<file path="src/rtl/uart_tx_arbiter.sv">
// Round-robin scheduler sharing one uart_tx word serializer among NUM_REQ producers.
// One word is granted at a time; the next grant waits for tx_done or a watchdog abort.
module uart_tx_arbiter #(
    parameter int unsigned NUM_REQ      = 4,
    parameter int unsigned WIDTH        = 16,
    parameter int unsigned TIMEOUT_CLKS = 16384
) (
    input  logic                       clk,
    input  logic                       rst,
    input  logic [NUM_REQ-1:0]         req,
    input  logic [NUM_REQ*WIDTH-1:0]   data,
    output logic [NUM_REQ-1:0]         ack,
    output logic                       tx_start,
    output logic [WIDTH-1:0]           tx_din,
    input  logic                       tx_active,
    input  logic                       tx_done,
    output logic                       busy,
    output logic [$clog2(NUM_REQ)-1:0] grant_id,
    output logic                       err
);

    localparam int unsigned     IdxW    = $clog2(NUM_REQ);
    localparam int unsigned     CntW    = $clog2(TIMEOUT_CLKS);
    localparam logic [CntW-1:0] CntLast = CntW'(TIMEOUT_CLKS - 1);
    localparam logic [IdxW-1:0] IdxLast = IdxW'(NUM_REQ - 1);

    typedef enum logic [1:0] {
        StIdle,
        StLaunch,
        StWait
    } state_e;

    state_e            state_q;
    logic [IdxW-1:0]   ptr_q;
    logic [CntW-1:0]   cnt_q;

    logic              win_valid;
    logic [IdxW-1:0]   win_idx;
    logic [IdxW-1:0]   cand;
    logic [IdxW-1:0]   ptr_next;
    logic [WIDTH-1:0]  win_data;
    logic [NUM_REQ-1:0] win_onehot;

    // First asserted request found scanning upward from ptr_q, wrapping at NUM_REQ.
    always_comb begin
        win_valid = 1'b0;
        win_idx   = '0;
        cand      = '0;
        for (int unsigned off = 0; off < NUM_REQ; off++) begin
            cand = IdxW'((32'(ptr_q) + off) % NUM_REQ);
            if (!win_valid && req[cand]) begin
                win_valid = 1'b1;
                win_idx   = cand;
            end
        end
    end

    always_comb begin
        win_data   = '0;
        win_onehot = '0;
        for (int unsigned i = 0; i < NUM_REQ; i++) begin
            if (win_idx == IdxW'(i)) begin
                win_data      = data[i*WIDTH +: WIDTH];
                win_onehot[i] = 1'b1;
            end
        end
    end

    assign ptr_next = (win_idx == IdxLast) ? '0 : win_idx + IdxW'(1);

    // cnt_q counts cycles since the launch cycle, so the abort lands TIMEOUT_CLKS after tx_start.
    always_ff @(posedge clk) begin
        if (rst) begin
            state_q  <= StIdle;
            ptr_q    <= '0;
            cnt_q    <= '0;
            tx_start <= 1'b0;
            tx_din   <= '0;
            ack      <= '0;
            busy     <= 1'b0;
            grant_id <= '0;
            err      <= 1'b0;
        end else begin
            tx_start <= 1'b0;
            ack      <= '0;
            err      <= 1'b0;
            unique case (state_q)
                StIdle: begin
                    if (win_valid && !tx_active) begin
                        state_q  <= StLaunch;
                        tx_din   <= win_data;
                        grant_id <= win_idx;
                        ptr_q    <= ptr_next;
                        tx_start <= 1'b1;
                        ack      <= win_onehot;
                        busy     <= 1'b1;
                        cnt_q    <= '0;
                    end
                end
                StLaunch: begin
                    state_q <= StWait;
                    cnt_q   <= cnt_q + CntW'(1);
                end
                StWait: begin
                    if (tx_done) begin
                        state_q <= StIdle;
                        busy    <= 1'b0;
                    end else if (cnt_q == CntLast) begin
                        state_q <= StIdle;
                        busy    <= 1'b0;
                        err     <= 1'b1;
                    end else begin
                        cnt_q <= cnt_q + CntW'(1);
                    end
                end
                default: begin
                    state_q <= StIdle;
                    busy    <= 1'b0;
                end
            endcase
        end
    end

endmodule

</file>
<file path="config.mk">
export PLATFORM = sky130hd
export DESIGN_NAME = uart_tx_arbiter
export DESIGN_NICKNAME = d
export VERILOG_FILES = /design/src/rtl/uart_tx_arbiter.sv
export SDC_FILE = /design/constraint.sdc
export NUM_CORES = 1
export LEC_CHECK = 0
export ABC_AREA = 0
export CAP_MARGIN = 20
export CORE_UTILIZATION = 44
export CTS_CLUSTER_SIZE = 12
export DETAILED_ROUTE_END_ITERATION = 8
export PLACE_DENSITY_LB_ADDON = 0.25
export SYNTH_ARGS = -nofsm -noshare
export SYNTH_HDL_FRONTEND = slang
export SYNTH_SLANG_ARGS = --single-unit
</file>
<file path="constraint.sdc">
create_clock -name clk -period 3.9 [get_ports clk]
set_clock_uncertainty 0.2 [all_clocks]
set_input_delay 0.975 -clock clk [delete_from_list [all_inputs] [get_ports clk]]
set_output_delay 0.975 -clock clk [all_outputs]
set_load 0.01 [all_outputs]
</file>
# ---- Word level (Yosys, flattened, before mapping)
# Cells that the tools add are included.
dict set report op_classes {
  addsub 5
  mul 0
  div_mod_pow 0
  magnitude_cmp 4
  n_eq_ne 10
  n_shift 0
  mux 39
  n_bitwise 4
  reduce_logical 18
}
# op n
set op_table {}
lappend op_table {{$mux 16} 4}
lappend op_table {{$mux 14} 3}
lappend op_table {{$pmux 14 s3} 1}
lappend op_table {{$mux 1} 17}
lappend op_table {{$mux 2} 8}
lappend op_table {{$add 14x1->14 const B} 1}
lappend op_table {{$eq 14x14->1 const B} 1}
lappend op_table {{$lt 2x3->1 const B} 4}
lappend op_table {{$bmux 1 s2} 4}
lappend op_table {{$eq 2x2->1 const B} 3}
lappend op_table {{$ne 2x2->1 const B} 3}
lappend op_table {{$pmux 2 s3} 1}
lappend op_table {{$reduce_or 3->1} 2}
lappend op_table {{$add 2x1->2 const B} 2}
lappend op_table {{$add 2x2->2 const B} 2}
lappend op_table {{$eq 2x1->1 const B} 2}
lappend op_table {{$logic_and 1x1->1} 4}
lappend op_table {{$logic_not 1->1} 4}
lappend op_table {{$logic_not 2->1} 2}
lappend op_table {{$not 1->1} 4}
lappend op_table {{$reduce_and 2->1} 2}
lappend op_table {{$reduce_and 4->1} 1}
lappend op_table {{$ne 3x3->1 const B} 1}
lappend op_table {{$pmux 1 s3} 1}
lappend op_table {{other kinds (3)} 3}
dict set report totals {
  regBits 43
  latch_bits 0
  ramBits 0
  rom_bits 0
  input_bits 72
  out_inout_bits 25
  word_cells 89
  memories 0
}

# ---- Longest topological paths before layout
dict set report logic_depth {
  word_depth 17
  depth_mapped 11
  mapped_depth_nobuf 10
}

# ---- Worst setup path after synthesis
# Ideal clock, no wire load.
dict set report synth_path {
  path_kind {input -> register}
  from {in req[1]}
  to {reg tx_din[5]}
  setup_ps 70
  t_arrival_ps 2907
  required_ps 3630
  slack_ps 724
  stages 10
  path_buffers 2
  path_cell_list {inv_1 a221o_1 a21oi_1 ha_1 clkbuf_1 buf_1 a221oi_1 nor3_1 a21oi_1 a21oi_1}
}
dict set report synth_between {
  elab_chain_cells 17
  word_cells_on_any_way 32
  classes_between {3 x eq/ne; 20 x mux; 9 x reduce/logical}
}
# item line_no
set synth_rtl {}
lappend synth_rtl {{from (decl)} 10} ;# input logic [NUM_REQ-1:0] req,
lappend synth_rtl {{$bmux 1 s2} 51} ;# if (!win_valid && req[cand]) begin
lappend synth_rtl {{$mux 1 (implied by the code)} 51}
lappend synth_rtl {{$mux 1} 51}
lappend synth_rtl {{$logic_not 1->1} 51}
lappend synth_rtl {{$logic_and 1x1->1} 51}
lappend synth_rtl {{$mux 1} 51}
lappend synth_rtl {{$logic_not 1->1} 51}
lappend synth_rtl {{$logic_and 1x1->1} 51}
lappend synth_rtl {{$mux 1} 51}
lappend synth_rtl {{$logic_not 1->1} 51}
lappend synth_rtl {{$logic_and 1x1->1} 51}
lappend synth_rtl {{$mux 2 *} 51}
lappend synth_rtl {{net win_idx[0]} 38} ;# logic [IdxW-1:0] win_idx;
lappend synth_rtl {{$logic_not 2->1} 62} ;# if (win_idx == IdxW'(i)) begin
lappend synth_rtl {{$mux 16 (3 in series)} 62}
lappend synth_rtl {{$mux 16 *} 62}
lappend synth_rtl {{to (signal assigned)} 91} ;# tx_din <= win_data;
lappend synth_rtl {{to (decl)} 14} ;# output logic [WIDTH-1:0] tx_din,
# The timed path passes the listed nets; every way through them passes the cells marked *. The select of a mux whose other input is x is not followed.
# A chain may end at the register's enable or synchronous reset.

# ---- Final worst setup path
dict set report layout_path {
  from {in req[1]}
  to {reg tx_din[4]}
}
# Same word-level chain as after synthesis.

==> impl_metrics.py <==
metrics = {
    "clocking": {
        "cts_resized": 0,
        "cts_setup_buffers": 0,
        "insertion_delay_ps": 290,
        "numClockSinks": 43,
        "cts_tree": "yes",
        "ctsRootBufferMaster": "clkbuf_8",
        "clk_pin_slew_ps": 80,
        "numCtsBuffers": 5,
        "cts_buffer_depth": 2,
        "hold_buffers": 0,
        "cts_htree_levels": 2,
    },
    "worst_hold_path": {
        "min_path_type": "reg -> reg",
    },
    "global_route": {
        "grt_max_degree": 42,
        "grt_pass1_wl_um": 11000,
        "antenna_found_initial": 0,
        "grt_pass1_vias": 2412,
        "globalRouteOverflowTotal": 0,
        "grt.total_usage": 0.229,
    },
    "worst_setup_path": {
        "cp.depth": 10,
        "required_ps": 3870,
        "regToRegEndpoint": "tx_din[4]",
        "crit_fanout": 33,
        "crit_path_end_kind": "flip-flop",
        "crit_chain": "clkdlybuf4s50_1 > inv_1 > a221o_1 > a21oi_1 > inv_1 > ha_1 > a221oi_1 > nor3_1 > a21oi_1 > a21oi_1",
        "crit_path_start_kind": "primary input",
        "r2r_slack_ps": 1300,
        "crit_slowest_cell": "ha_1",
        "r2r_cells": 9,
        "cp_top_family": "compound AO/OA/AOI/OAI gates",
        "arrival_ps": 3410,
        "r2r-start": "ptr_q[0]",
        "crit_top_cell": "a21oi_1",
        "crit_buf_inv": 3,
        "path_class": "in -> reg",
        "slowest_delay_ps": 520,
        "cp-endpoint": "tx_din[4]",
        "cp-startpoint": "req[1]",
    },
    "die": {
        "die_area_um2": 5920,
        "fp.coreArea_um2": 5270,
        "die_y_um": 76.9,
        "pin_count": 97,
        "initial_utilization": 0.469,
        "placementRows": 26,
        "fp.dieW_um": 76.9,
    },
    "detailed_routing": {
        "drc": 0,
        "drtAntennaViolNets": 0,
        "vias": 2620,
        "routed_wl_um": 6630,
        "drtIter0Drc": 124,
        "viasPerCell": 5.53,
        "wire_per_inst_um": 14.0,
        "drtPass1Iterations": 7,
    },
    "power_and_ir_drop": {
        "ir_drop_mv": 0.245,
        "leakage_nw": 1.38,
        "power_density_nw_per_um2": 353,
    },
    "finish": {
        "multi_input_area_um2": 1460,
        "drive_above_1_share": 0.0470,
        "nets": 485,
        "fillers": 469,
        "antenna_cells": 0,
        "areaGrowthSynthToFinish_pct": 45.5,
        "seq_area_um2": 861,
    },
    "timing": {
        "fin_crit_sh": 0.883,
        "tightest_slew_ps": 957,
        "fin_crit_ps": 3440,
        "hold_viol": 0,
        "rsz0062_at_grt": "no",
        "finalSetupViolCount": 0,
        "slew_viol_final": 0,
        "fmax_ghz": 0.290,
        "hold_ws_ps": 268,
        "max_slew_margin": 0.362,
        "fin_setup_tns_ps": 0,
    },
    "place": {
        "gp_congestion": 0.833,
        "hpwlAfterDp_um": 4920,
        "portBuffers": 96,
    },
    "synthesis": {
        "avgSynthCellArea_um2": 7.82,
        "ys_seq_elements": 43,
        "synth-simple-area-share": 0.245,
        "synth_compound_area_frac": 0.287,
        "synth_adder_area_share": 0.0506,
        "ys_warn_count": 0,
        "synth_area_leaders": "dfxtp_1, a21oi_1, nor2b_1, a221oi_1, ha_1",
        "synth_top_family_by_area": "compound AO/OA/AOI/OAI gates",
        "post-synth-top-area-fraction": 0.348,
        "synthMuxAreaShare": 0.00810,
        "synth_common_cells": "a21oi_1, dfxtp_1, nor2b_1, o21ai_0, nor3_1",
        "syn_nets": 398,
        "synth_edf_count": 0,
        "ys_dominant_reg_cell": "dfxtp_1",
        "synth-seq-area-share": 0.348,
        "synthCells": 316,
        "ys_async_sr_fraction": 0,
        "syn_area_um2": 2470,
        "synth_most_common_cell": "a21oi_1",
        "ys_types": 38,
        "synth_xor_area_frac": 0,
        "yosys.area.top_type": "dfxtp_1",
    },
    "outcome": {
        "outcome": "completed",
    },
    "flow_run": {
        "maxCapViolCount": 0,
    },
}
cells by family after synthesis:
family	Yosys count
flip-flops	43
buffers and inverters	37
AND/OR/NAND/NOR	110
adder cells (fa/ha/maj)	10
multiplexers	2
AO/OA/AOI/OAI	114
placed cells by master, fill, tap and decap left out, types with 8 or more instances in the layout:
cell             count
inv_1               12
a21oi_1             52
nand3_1              8
nor2b_1             33
o21ai_0             24
a221oi_1            16
nor3_1              23
clkdlybuf4s50_1     96
dfxtp_1             43
ha_1                10
nand2_1             18
state kept, by name (all words and copies together), names as in the netlist:
name	cells
tx_din	16
cnt_q	14
ack	4
grant_id	2
ptr_q	2
state_q	2
busy	1
err	1
tx_start	1
metal layers:
layer	track usage	vias up	part of all wire
met2	0.410	81	0.49
met4	0.0673	0	0.014
met5	0	-	0
met1	0.266	1199	0.43
li1	-	1331	-
met3	0.0583	9	0.066
area by class of cell:
type / count / area share
clock buffer: 7 / 0.0268
inverter: 13 / 0.0136
clock inverter: 1 / 0.00209
timing repair buffer: 104 / 0.288
multi-input combinational: 236 / 0.406
tap: 70 / 0.0244
sequential: 43 / 0.239
stage by stage:
step | instance area [um^2] | power [mW] | std cells | util | setup slack, ps
finish | 3590 | 1.27 | 474 | 0.682 | 455
floorplan | 2470 | 0.762 | 316 | - | 724
CTS | 3590 | 1.28 | 474 | 0.682 | 460
global route | 3590 | 1.35 | 474 | 0.682 | 304
detailed placement | 3490 | 0.964 | 466 | 0.662 | 148
global placement | 3490 | 0.956 | 466 | 0.662 | 214
worst register-to-register path, stage by stage, from the launching register on:
cell	delay [ps]
dfxtp_1	380
inv_1	60
a221o_1	320
a21oi_1	190
inv_1	90
ha_1	520
a221oi_1	410
nor3_1	90
a21oi_1	150
a21oi_1	80
report_power, final:
group / switching (mW) / internal, mW
clock network: 0.153 / 0.161
registers: 0.0215 / 0.474
logic: 0.225 / 0.235
total: 0.399 / 0.870
worst min path at each step:
stage	start	end	slack [ps]	depth (start not counted)
after floorplan	cnt_q[12]	cnt_q[12]	260	2
after global placement	grant_id[1]	grant_id[1]	260	2
after detailed placement	grant_id[1]	grant_id[1]	260	2
after CTS	grant_id[1]	grant_id[1]	270	2
after global routing	grant_id[0]	grant_id[0]	300	2
final	grant_id[1]	grant_id[1]	270	2
Power figures use the tool's default switching activity.
